### src/rtl/agu_radix_param.sv
`default_nettype none
// ============================================================================
// Module      : agu_radix_param
// Description : Parametrised address generation unit for the NWC/NTT
//               datapath. After an accepted start it emits 2^k beats under a
//               valid/ready handshake. Beat j carries 2^RADIX lane addresses:
//               lane i = (bitrev_k(j) << RADIX) | i.
//
// Ports       : clk        rising-edge clock
//               rst        asynchronous active-high reset
//               start      sequence request, sampled only in IDLE
//               k_cfg      depth k, sampled together with start
//               abort      synchronous cancel back to IDLE
//               out_ready  consumer accepts the current beat
//               out_valid  order_o holds a valid beat
//               order_o    packed lane addresses, lane i at [i*D_WIDTH +: D_WIDTH]
//               out_last   current beat is index 2^k-1
//               busy       block is not IDLE
//               done       one-cycle pulse after the last beat is accepted
//               cfg_err    one-cycle pulse when start is rejected (k_cfg > K_MAX)
//               l_out      k of the current or most recent sequence
//
// Revision    : 1.0  initial release
// ============================================================================
module agu_radix_param #(
    parameter int D_WIDTH = 16,
    parameter int RADIX   = 1,
    parameter int K_MAX   = 10,
    parameter int KW      = $clog2(K_MAX + 1)
) (
    input  logic                             clk,
    input  logic                             rst,
    input  logic                             start,
    input  logic [KW-1:0]                    k_cfg,
    input  logic                             abort,
    input  logic                             out_ready,
    output logic                             out_valid,
    output logic [(2**RADIX)*D_WIDTH-1:0]    order_o,
    output logic                             out_last,
    output logic                             busy,
    output logic                             done,
    output logic                             cfg_err,
    output logic [KW-1:0]                    l_out
);

    localparam int c_LANES = 2**RADIX;

    localparam logic [1:0] c_IDLE  = 2'd0;
    localparam logic [1:0] c_RUN   = 2'd1;
    localparam logic [1:0] c_FLUSH = 2'd2;

    localparam logic [KW-1:0] c_K_MAX = KW'(K_MAX);
    localparam logic [K_MAX:0] c_ONE  = {{K_MAX{1'b0}}, 1'b1};

    generate
        if (RADIX + K_MAX > D_WIDTH) begin : g_param_check
            $error("agu_radix_param: RADIX + K_MAX must not exceed D_WIDTH");
        end
    endgenerate

    logic [1:0]                   state_q,   state_d;
    logic [K_MAX:0]               j_q,       j_d;
    logic [KW-1:0]                k_q,       k_d;
    logic                         valid_q,   valid_d;
    logic                         last_q,    last_d;
    logic [c_LANES*D_WIDTH-1:0]   order_q,   order_d;
    logic                         done_q,    done_d;
    logic                         cfg_err_q, cfg_err_d;

    logic [K_MAX-1:0]             w_rev_full;
    logic [K_MAX-1:0]             w_rev;
    logic [KW-1:0]                w_shift;
    logic [K_MAX:0]               w_last_idx;
    logic                         w_is_last;
    logic [c_LANES*D_WIDTH-1:0]   w_order;

    // Reverse over the full K_MAX width, then drop the unused low-order
    // positions so the result is the k-bit reversal of j.
    always_comb begin
        w_rev_full = '0;
        for (int b = 0; b < K_MAX; b++) begin
            w_rev_full[b] = j_q[K_MAX-1-b];
        end
    end

    assign w_shift    = c_K_MAX - k_q;
    assign w_rev      = w_rev_full >> w_shift;
    assign w_last_idx = (c_ONE << k_q) - c_ONE;
    assign w_is_last  = (j_q == w_last_idx);

    generate
        for (genvar i = 0; i < c_LANES; i++) begin : g_lane
            localparam logic [RADIX-1:0] c_LANE_IDX = RADIX'(i);
            assign w_order[i*D_WIDTH +: D_WIDTH] = D_WIDTH'({w_rev, c_LANE_IDX});
        end
    endgenerate

    always_comb begin
        state_d   = state_q;
        j_d       = j_q;
        k_d       = k_q;
        valid_d   = valid_q;
        last_d    = last_q;
        order_d   = order_q;
        done_d    = 1'b0;
        cfg_err_d = 1'b0;

        if (abort) begin
            state_d = c_IDLE;
            valid_d = 1'b0;
            last_d  = 1'b0;
            j_d     = '0;
        end else begin
            case (state_q)
                c_IDLE: begin
                    if (start) begin
                        if (k_cfg <= c_K_MAX) begin
                            k_d     = k_cfg;
                            j_d     = '0;
                            state_d = c_RUN;
                        end else begin
                            cfg_err_d = 1'b1;
                        end
                    end
                end
                c_RUN: begin
                    // Output register is free when empty or being drained.
                    if (!valid_q || out_ready) begin
                        order_d = w_order;
                        valid_d = 1'b1;
                        last_d  = w_is_last;
                        j_d     = j_q + c_ONE;
                        if (w_is_last) begin
                            state_d = c_FLUSH;
                        end
                    end
                end
                c_FLUSH: begin
                    if (valid_q && out_ready) begin
                        valid_d = 1'b0;
                        last_d  = 1'b0;
                        done_d  = 1'b1;
                        state_d = c_IDLE;
                    end
                end
                default: begin
                    state_d = c_IDLE;
                    valid_d = 1'b0;
                    last_d  = 1'b0;
                    j_d     = '0;
                end
            endcase
        end
    end

    always_ff @(posedge clk or posedge rst) begin
        if (rst) begin
            state_q   <= c_IDLE;
            j_q       <= '0;
            k_q       <= '0;
            valid_q   <= 1'b0;
            last_q    <= 1'b0;
            order_q   <= '0;
            done_q    <= 1'b0;
            cfg_err_q <= 1'b0;
        end else begin
            state_q   <= state_d;
            j_q       <= j_d;
            k_q       <= k_d;
            valid_q   <= valid_d;
            last_q    <= last_d;
            order_q   <= order_d;
            done_q    <= done_d;
            cfg_err_q <= cfg_err_d;
        end
    end

    assign out_valid = valid_q;
    assign order_o   = order_q;
    assign out_last  = last_q;
    assign busy      = (state_q != c_IDLE);
    assign done      = done_q;
    assign cfg_err   = cfg_err_q;
    assign l_out     = k_q;

endmodule
`default_nettype wire

### config.mk
export PLATFORM = sky130hd
export DESIGN_NAME = agu_radix_param
export DESIGN_NICKNAME = d
export VERILOG_FILES = /design/src/rtl/agu_radix_param.sv
export SDC_FILE = /design/constraint.sdc
export NUM_CORES = 1
export LEC_CHECK = 0
export CAP_MARGIN = 30
export CELL_PAD_IN_SITES_DETAIL_PLACEMENT = 0
export CELL_PAD_IN_SITES_GLOBAL_PLACEMENT = 1
export CORE_MARGIN = 2
export CORE_UTILIZATION = 42
export CTS_CLUSTER_SIZE = 28
export DETAILED_ROUTE_END_ITERATION = 10
export PLACE_DENSITY = 0.82
export SLEW_MARGIN = 10
export SYNTH_ARGS = -nofsm -noshare
export SYNTH_HDL_FRONTEND = slang
export SYNTH_SLANG_ARGS = --single-unit
export TNS_END_PERCENT = 50
### constraint.sdc
create_clock -name clk -period 5.66 [get_ports clk]
set_input_delay 0.849 -clock clk [delete_from_list [all_inputs] [get_ports clk]]
set_output_delay 0.849 -clock clk [all_outputs]
set_load 0.01 [all_outputs]
; ---- Word-level counts from Yosys, hierarchy flattened
; Index checks and enable logic that the tools add are counted.
[op_classes]
addsub = 3
multipliers = 0
n_div = 0
order_cmp = 1
n_eq_ne = 10
n_shift = 2
muxes = 26
bitwise_logic = 1
n_reduce_logical = 10
[op_table]
columns = op, count
row1 = 11-bit 2-to-1 mux, 4
row2 = 11-bit case mux with 3 select lines, 1
row3 = "3-bit inequality test, second input constant", 5
row4 = 1-bit 2-to-1 mux, 12
row5 = 2-bit 2-to-1 mux, 6
row6 = "11-bit by 1-bit adder with 11-bit output, second input constant", 1
row7 = 11-bit == test, 1
row8 = "1-bit by 4-bit left shift with 11-bit output, first input constant", 1
row9 = "11-bit by 1-bit subtractor with 11-bit output, second input constant", 1
row10 = 10-bit by 4-bit >> shifter with 10-bit output, 1
row11 = 4-bit AND reduction, 2
row12 = 1-bit case mux with 3 select lines, 2
row13 = 2-bit case mux with 3 select lines, 1
row14 = 3-bit AND reduction, 2
row15 = 5-bit AND reduction, 1
row16 = "4-bit <= comparator, second input constant", 1
row17 = "2-bit inequality test, second input constant", 2
row18 = "4-bit subtractor, first input constant", 1
row19 = "2-bit by 1-bit == test with 1-bit output, second input constant", 1
row20 = "2-bit == test, second input constant", 1
row21 = 2-bit zero test, 1
row22 = 2-bit nonzero test, 1
row23 = 1-bit logical AND, 1
row24 = 1-bit zero test, 1
row25 = 2 further kinds, 2
[totals]
ff_bits = 42
latchBits = 0
ram_bits = 0
romBits = 0
elab_cells = 61
n_memories = 0

; ---- Logic depth before layout (Yosys ltp)
; Gate-level depths: netlist (run 1).
[depth]
depth_word = 7
mapped_depth = 13

; ---- Worst setup path after synthesis (run 1)
; Ideal clock, no wire load.
[synth_path]
path_type = reg2reg
from = register k_q[0] (netlist: l_out[0])
to = register state_q[0]
setup_ps = 118
t_arrival_ps = 3083
t_required_ps = 5542
slack_ps = 2459
path_stages_with_launch = 14
path_buffers = 3
cell_sequence = dfrtp_1 buf_1 inv_1 ha_1 buf_6 nand2_1 ha_1 buf_2 or4b_2 nand4_1 xor2_1 a2111oi_0 nand4_1 a21o_1
[synth_via]
elab_chain_len = 5
[synth_lines]
columns = element, line
row1 = from (decl), 63  ; logic [KW-1:0] k_q, k_d;
row2 = from (signal assigned), 169  ; k_q <= k_d;
row3 = 1-bit by 4-bit left shift with 11-bit output, 88  ; assign w_last_idx = (c_ONE << k_q) - c_ONE;
row4 = 11-bit by 1-bit subtractor with 11-bit output, 88
row5 = 11-bit == test, 89  ; assign w_is_last = (j_q == w_last_idx);
row6 = 3-bit inequality test (no source line), n/a
row7 = 5-bit AND reduction (no source line), n/a
row8 = to (signal assigned), 158  ; state_q <= c_IDLE;
row9 = to (signal assigned), 167  ; state_q <= state_d;
row10 = to (decl), 61  ; logic [1:0] state_q, state_d;
; Every way passes these cells.
; A chain may end at the register's enable or synchronous reset.

; ---- Worst setup path in the final report (run 1)
; Same ends and word-level chain as after synthesis.

==> results.cfg, run 1 <==
[cts]
clock_path_buffers = 2
cts_resized = 0
cts.sinks = 32
post_cts.repair.setup_buffers = 0
cts.hold.buffers_added = 0
cts_root_buf = sky130_fd_sc_hd__clkbuf_8
clkLatencyLatePin_ns = 0.28
htree_num_levels = 2
cts.clk_slew.worst_paths_ns = 0.06
tritoncts = yes
cts_buffers = 5

[yosys]
synthDistinctLibCells = 51
post-synth-top-area-fraction_pct = 32.4
async_reset_ff_share_pct = 100
edff_count_synth = 0
synth_seq_area_share_pct = 32.4
synth_area_leader_cell = sky130_fd_sc_hd__dfrtp_1
synthTopCellsByCount = sky130_fd_sc_hd__dfrtp_1 (32), sky130_fd_sc_hd__o21ai_0 (25), sky130_fd_sc_hd__buf_4 (21), sky130_fd_sc_hd__nand2_1 (21)
netlist_area_sq_um = 2470
yosys_register_bits = 32
synth_most_common_cell = sky130_fd_sc_hd__dfrtp_1
synth_area_leaders = sky130_fd_sc_hd__dfrtp_1 (32%), sky130_fd_sc_hd__buf_4 (6.4%), sky130_fd_sc_hd__o21ai_0 (5.1%)
syn_area_per_cell_sq_um = 8.73
synthesis.yosys.warnings = 0
yosys_most_used_dff = sky130_fd_sc_hd__dfrtp_1
synthesis.instances = 283

[floorplan]
top_level_ports = 50
die_width_um = 80.7
core_area_sq_um = 5610
dieArea_sq_um = 6510
start_util_pct = 44.1
chipHeight_um = 80.7
num_rows = 27

[power_and_ir_drop]
power.share.combinational_pct = 43.2
leakagePower_nw = 1.13
power.switching_fraction_pct = 38.5
p_int_uw = 482
ir_worst_vdd_mv = 0.138
cellPowerDensity_nw_per_um2 = 280
share_seq_of_total_power_pct = 36.8
switchingPower_uw = 302
power.share.clock_pct = 20.0

[sta]
timing_worst_slew_pin_value_ns = 0.896
rsz0062_at_grt = no
hold_ws_ns = 0.468
slew-limit-headroom_pct = 39.8
maximum_clock_frequency_ghz = 0.293
period_minus_slack_ns = 3.41
finalCritPeriodShare_pct = 60.2
setup-tns-final_ns = 0
setup_viol = 0
postLayoutSetupSlackWorst_ns = 2.25
timing_max_transition_violations_final = 0
timing.clock.skew_ns = 0.00768
total_count_of_hold_check_failures_in_the_final_report = 0

[grt]
grt_pass1_wl_um = 9260
grt.overflow.total = 0
grt_util_all_layers_pct = 18.6
pin_count_of_the_biggest_net_entering_global_routing = 33
grt_antenna_before_repair = 0
grt_pass1_vias = 1818

[final_layout]
diodes = 0
finish.net_count = 314
fraction_of_layout_instances_using_a_drive_strength_above_1_pct = 6.08
post-route-util_pct = 49.9
synthToLayoutAreaGrowth_pct = 13.3

[setup_path]
start_kind = flop
required_ns = 5.84
timing.critical_path.arrival_ns = 3.59
timing.critical_path.fanout_max = 17
critical_path_class = reg2reg
worstSetupEndpointType = flop
reg2reg_slack_ns = 2.25

[place]
dp_hpwl_um = 4060
number_of_port_buffers = 38
placement.setup.worst_slack_ns = 2.28
finalWeightedCongestion = 0.814

[routing]
drc_errors = 0
drt-initial-drc-count = 88
viasPerCell = 5.60
wl_per_cell_um = 15.7
detail_route.wirelength_um = 5760
ant_nets = 0
number_of_vias_in_the_routed_layout = 2061
drt_pre_antenna_iters = 4

[flow_run]
cap_viol_max_count = 0

[status]
status = completed

[worst_hold_path]
min-delay-path-class = reg2reg
[logic make-up after synthesis]
group,count (synthesis),synth area share (%)
AOI/OAI and AO/OA,73,19.1
xor gates and xnor gates,16,5.67
adders and majority gates,7,3.54
buffers and inverters,49,11.5
DFF,32,32.4
muxes,13,7.95
other,1,0.152
and+or+nand+nor,92,19.6
[layer usage]
layer  vias up  track usage [%]  share of wire (%)
li1       1009                -                  -
met1       990             27.5                 48
met2        56             27.8                 47
met3         6             3.03                4.0
met4         0             5.59                1.2
met5         -                0                  0
[through the flow]
step / instances / power [mW] / instance area, sq um
6_report: 368 / 0.785 / 2800
5_1_grt: 368 / 0.840 / 2800
4_1_cts: 368 / 0.791 / 2800
3_5_place_dp: 363 / 0.631 / 2730
3_3_place_gp: 363 / 0.626 / 2730
2_1_floorplan: 293 / 0.553 / 2510
[power groups by stage]
stage	clock (mW)	combinational (mW)	sequential, mW
after floorplan	0	0.278	0.275
after global placement	0	0.334	0.291
after detailed placement	0	0.338	0.293
after CTS	0.162	0.340	0.289
after global routing	0.172	0.374	0.295
final	0.157	0.339	0.289
[critical path, cell delays in order (launching register included)]
cell,delay (ns)
sky130_fd_sc_hd__dfrtp_1,0.71
sky130_fd_sc_hd__inv_1,0.18
sky130_fd_sc_hd__ha_1,0.42
sky130_fd_sc_hd__nand2_1,0.13
sky130_fd_sc_hd__ha_1,0.33
sky130_fd_sc_hd__or4b_2,0.63
sky130_fd_sc_hd__nand4_1,0.11
sky130_fd_sc_hd__xor2_1,0.10
sky130_fd_sc_hd__a2111oi_0,0.33
sky130_fd_sc_hd__nand4_1,0.14
sky130_fd_sc_hd__a21o_1,0.20
[worst paths after layout]
check                      cells after the start                 endpoint               startpoint
setup / recovery                              10   state_q[0]$_DFFE_PP0P_     l_out[0]$_DFFE_PP0P_
hold / removal                                 1  order_o[16]$_DFFE_PP0P_  order_o[16]$_DFFE_PP0P_
setup reg to reg                              10   state_q[0]$_DFFE_PP0P_     l_out[0]$_DFFE_PP0P_
hold reg to reg                                1  order_o[16]$_DFFE_PP0P_  order_o[16]$_DFFE_PP0P_
max in group asynchronous                      3       j_q[8]$_DFFE_PP0P_                      rst
min in group asynchronous                      3  order_o[21]$_DFFE_PP0P_                      rst
[placed cells by master, fill, tap and decap left out, types with 4 or more instances in the layout]
cell type and instances:
sky130_fd_sc_hd__nand2b_1 4, sky130_fd_sc_hd__mux4_2 5, sky130_fd_sc_hd__o21ai_0 25, sky130_fd_sc_hd__o21ai_1 4, sky130_fd_sc_hd__nand3_1 9, sky130_fd_sc_hd__nor2_1 19
sky130_fd_sc_hd__nand4_1 9, sky130_fd_sc_hd__clkbuf_8 5, sky130_fd_sc_hd__xnor2_1 8, sky130_fd_sc_hd__dfrtp_1 32, sky130_fd_sc_hd__ha_1 7, sky130_fd_sc_hd__clkdlybuf4s50_1 38
sky130_fd_sc_hd__or3_1 7, sky130_fd_sc_hd__conb_1 11, sky130_fd_sc_hd__mux2i_1 5, sky130_fd_sc_hd__inv_1 8, sky130_fd_sc_hd__xor2_1 8, sky130_fd_sc_hd__nand2_1 21
sky130_fd_sc_hd__and3_1 4, sky130_fd_sc_hd__nor2b_1 6, sky130_fd_sc_hd__a21oi_1 19
[area by class of cell]
| class | instances | area [sq um] |
|---|---|---|
| clock buffer | 5 | 68.8 |
| fill | 571 | 2810 |
| inverter | 8 | 30.0 |
| multi-input combinational | 212 | 1420 |
| sequential | 32 | 801 |
| tap | 72 | 90.1 |
| timing repair buffer | 39 | 388 |
[flip-flops by register name, summed over array words and instances (netlist names)]
name / flops
order_o: 11
done: 1
l_out: 4
cfg_err: 1
state_q: 2
j_q: 11
out_valid: 1
out_last: 1
Power figures use the tool's default switching activity.
==> run 2, diff against run 1 <==
--- a/config.mk
+++ b/config.mk
@@ -9,10 +9,10 @@
 export CELL_PAD_IN_SITES_DETAIL_PLACEMENT = 0
 export CELL_PAD_IN_SITES_GLOBAL_PLACEMENT = 1
 export CORE_MARGIN = 2
-export CORE_UTILIZATION = 42
+export CORE_UTILIZATION = 39
 export CTS_CLUSTER_SIZE = 28
 export DETAILED_ROUTE_END_ITERATION = 10
-export PLACE_DENSITY = 0.82
+export PLACE_DENSITY = 0.77
 export SLEW_MARGIN = 10
 export SYNTH_ARGS = -nofsm -noshare
 export SYNTH_HDL_FRONTEND = slang
==> constraint.sdc (replaced) <==
create_clock -name clk -period 3.2 [get_ports clk]
set_input_delay 0.48 -clock clk [delete_from_list [all_inputs] [get_ports clk]]
set_output_delay 0.48 -clock clk [all_outputs]
set_load 0.01 [all_outputs]
==> run 2 against run 1 <==
  * Critical path depth is the same
  * Final cell count grew 4.6%
  * Routed wire length shrank 0.38%
  * Largest cell class unchanged
==> results.cfg, run 2 (synthesis results as in run 1) <==
[cts]
clock_path_buffers = 2
htree_num_levels = 2
cts_root_buf = sky130_fd_sc_hd__clkbuf_8
tritoncts = yes
cts.clk_slew.worst_paths_ns = 0.08
post_cts.repair.setup_buffers = 0
cts.hold.buffers_added = 0
cts_buffers = 5
cts_resized = 0
clkLatencyLatePin_ns = 0.29
cts.sinks = 32

[routing]
drc_errors = 0
ant_nets = 0
number_of_vias_in_the_routed_layout = 2086
drt-initial-drc-count = 172
drt_pre_antenna_iters = 4
wl_per_cell_um = 14.9
detail_route.wirelength_um = 5740
viasPerCell = 5.42

[setup_path]
required_ns = 3.39
critPathSlowestCell = sky130_fd_sc_hd__or4b_2
cp_cell_sequence = inv_1, ha_1, nand2_1, ha_1, or4b_2, nand4_1, xor2_1, a2111oi_0, nand4_1, a21o_1
slowest_delay_ns = 0.65
timing.critical_path.arrival_ns = 3.14
start_kind = flop
cp_num_buf_inv = 1
timing.critical_path.fanout_max = 10
cp_top_family = simple AND/OR/NAND/NOR gates
worstSetupEndpointType = flop
critical_path_class = reg2reg

[floorplan]
top_level_ports = 50
chipHeight_um = 83.6
die_width_um = 83.6
start_util_pct = 39.6
num_rows = 29
core_area_sq_um = 6240
dieArea_sq_um = 6990

[grt]
grt.overflow.total = 0
grt_pass1_vias = 1976
grt_antenna_before_repair = 0
pin_count_of_the_biggest_net_entering_global_routing = 20
grt_pass1_wl_um = 9830
grt_util_all_layers_pct = 17.3

[power_and_ir_drop]
cellPowerDensity_nw_per_um2 = 527
ir_worst_vdd_mv = 0.213
leakagePower_nw = 1.20

[sta]
rsz0062_at_grt = no
finalCritPeriodShare_pct = 92.3
maximum_clock_frequency_ghz = 0.339
hold_ws_ns = 0.481
setup-tns-final_ns = 0
total_count_of_hold_check_failures_in_the_final_report = 0
timing_max_transition_violations_final = 0
slew-limit-headroom_pct = 53.5
timing_worst_slew_pin_value_ns = 0.693
setup_viol = 0
timing.clock.skew_ns = 0.00796
period_minus_slack_ns = 2.95

[flow_run]
cap_viol_max_count = 0

[place]
dp_hpwl_um = 4220
number_of_port_buffers = 38
finalWeightedCongestion = 0.847

[worst_hold_path]
min-delay-path-class = reg2reg

[status]
status = completed

[final_layout]
mostFrequentLayoutCells = sky130_fd_sc_hd__clkdlybuf4s50_1 (38), sky130_fd_sc_hd__dfrtp_1 (32), sky130_fd_sc_hd__o21ai_0 (25), sky130_fd_sc_hd__nand2_1 (21)
synthToLayoutAreaGrowth_pct = 18.0
finish.net_count = 323
diodes = 0
fraction_of_layout_instances_using_a_drive_strength_above_1_pct = 9.74
most_common_library_cell_in_the_layout_ignoring_fill_and_taps = sky130_fd_sc_hd__clkdlybuf4s50_1
==> run 2: through the flow <==
| stage | setup slack, ns | area [sq um] | total power [mW] | cells | utilization (%) |
|---|---|---|---|---|---|
| after CTS | 0.245 | 2920 | 1.55 | 385 | 46.7 |
| after global placement | 0.429 | 2810 | 1.14 | 377 | 44.9 |
| after detailed placement | 0.275 | 2810 | 1.15 | 377 | 44.9 |
| after floorplan | 0.146 | 2510 | 0.980 | 293 | - |
| final | 0.247 | 2920 | 1.54 | 385 | 46.7 |
| after global routing | 0.0369 | 2920 | 1.64 | 385 | 46.7 |
==> run 2: final timing paths <==
kind,cells after the start,start,end,slack [ns]
min,1,order_o[16]$_DFFE_PP0P_,order_o[16]$_DFFE_PP0P_,0.48
min reg2reg,1,order_o[16]$_DFFE_PP0P_,order_o[16]$_DFFE_PP0P_,0.48
max reg2reg,10,l_out[1]$_DFFE_PP0P_,state_q[0]$_DFFE_PP0P_,0.25
min in group asynchronous,2,rst,j_q[9]$_DFFE_PP0P_,0.59
max,10,l_out[1]$_DFFE_PP0P_,state_q[0]$_DFFE_PP0P_,0.25
max in group asynchronous,3,rst,j_q[7]$_DFFE_PP0P_,1.92
==> run 2: per-layer routing <==
| layer | up-vias | routed length [um] | part of all wire, % | GRT usage [%] |
|---|---|---|---|---|
| li1 | 1035 | - | - | - |
| met1 | 990 | 2620 | 46 | 23.8 |
| met2 | 55 | 2740 | 48 | 28.2 |
| met3 | 6 | 322 | 5.6 | 3.36 |
| met4 | 0 | 59 | 1.0 | 3.96 |
| met5 | - | 0 | 0 | 0 |
==> run 2: layout make-up <==
class	instances	area (sq um)
clock buffers	5	68.8
clock inverters	3	42.5
fillers	624	3320
inverters	8	30.0
multi-input cells	212	1420
flip-flops and latches	32	801
well taps	77	96.3
repair buffers	48	455
==> run 2: power breakdown <==
part | switching [mW] | leakage, nW | internal (mW)
clock network | 0.167 | 0.0541 | 0.230
registers | 0.0329 | 0.429 | 0.437
logic | 0.370 | 0.713 | 0.301
==> run 3, diff against run 2 <==
--- a/config.mk
+++ b/config.mk
@@ -5,7 +5,7 @@
 export SDC_FILE = /design/constraint.sdc
 export NUM_CORES = 1
 export LEC_CHECK = 0
-export CAP_MARGIN = 30
+export CAP_MARGIN = 15
 export CELL_PAD_IN_SITES_DETAIL_PLACEMENT = 0
 export CELL_PAD_IN_SITES_GLOBAL_PLACEMENT = 1
 export CORE_MARGIN = 2
==> results of run 3 <==
No change in the layout: final DEF, timing and power equal those of run 2.
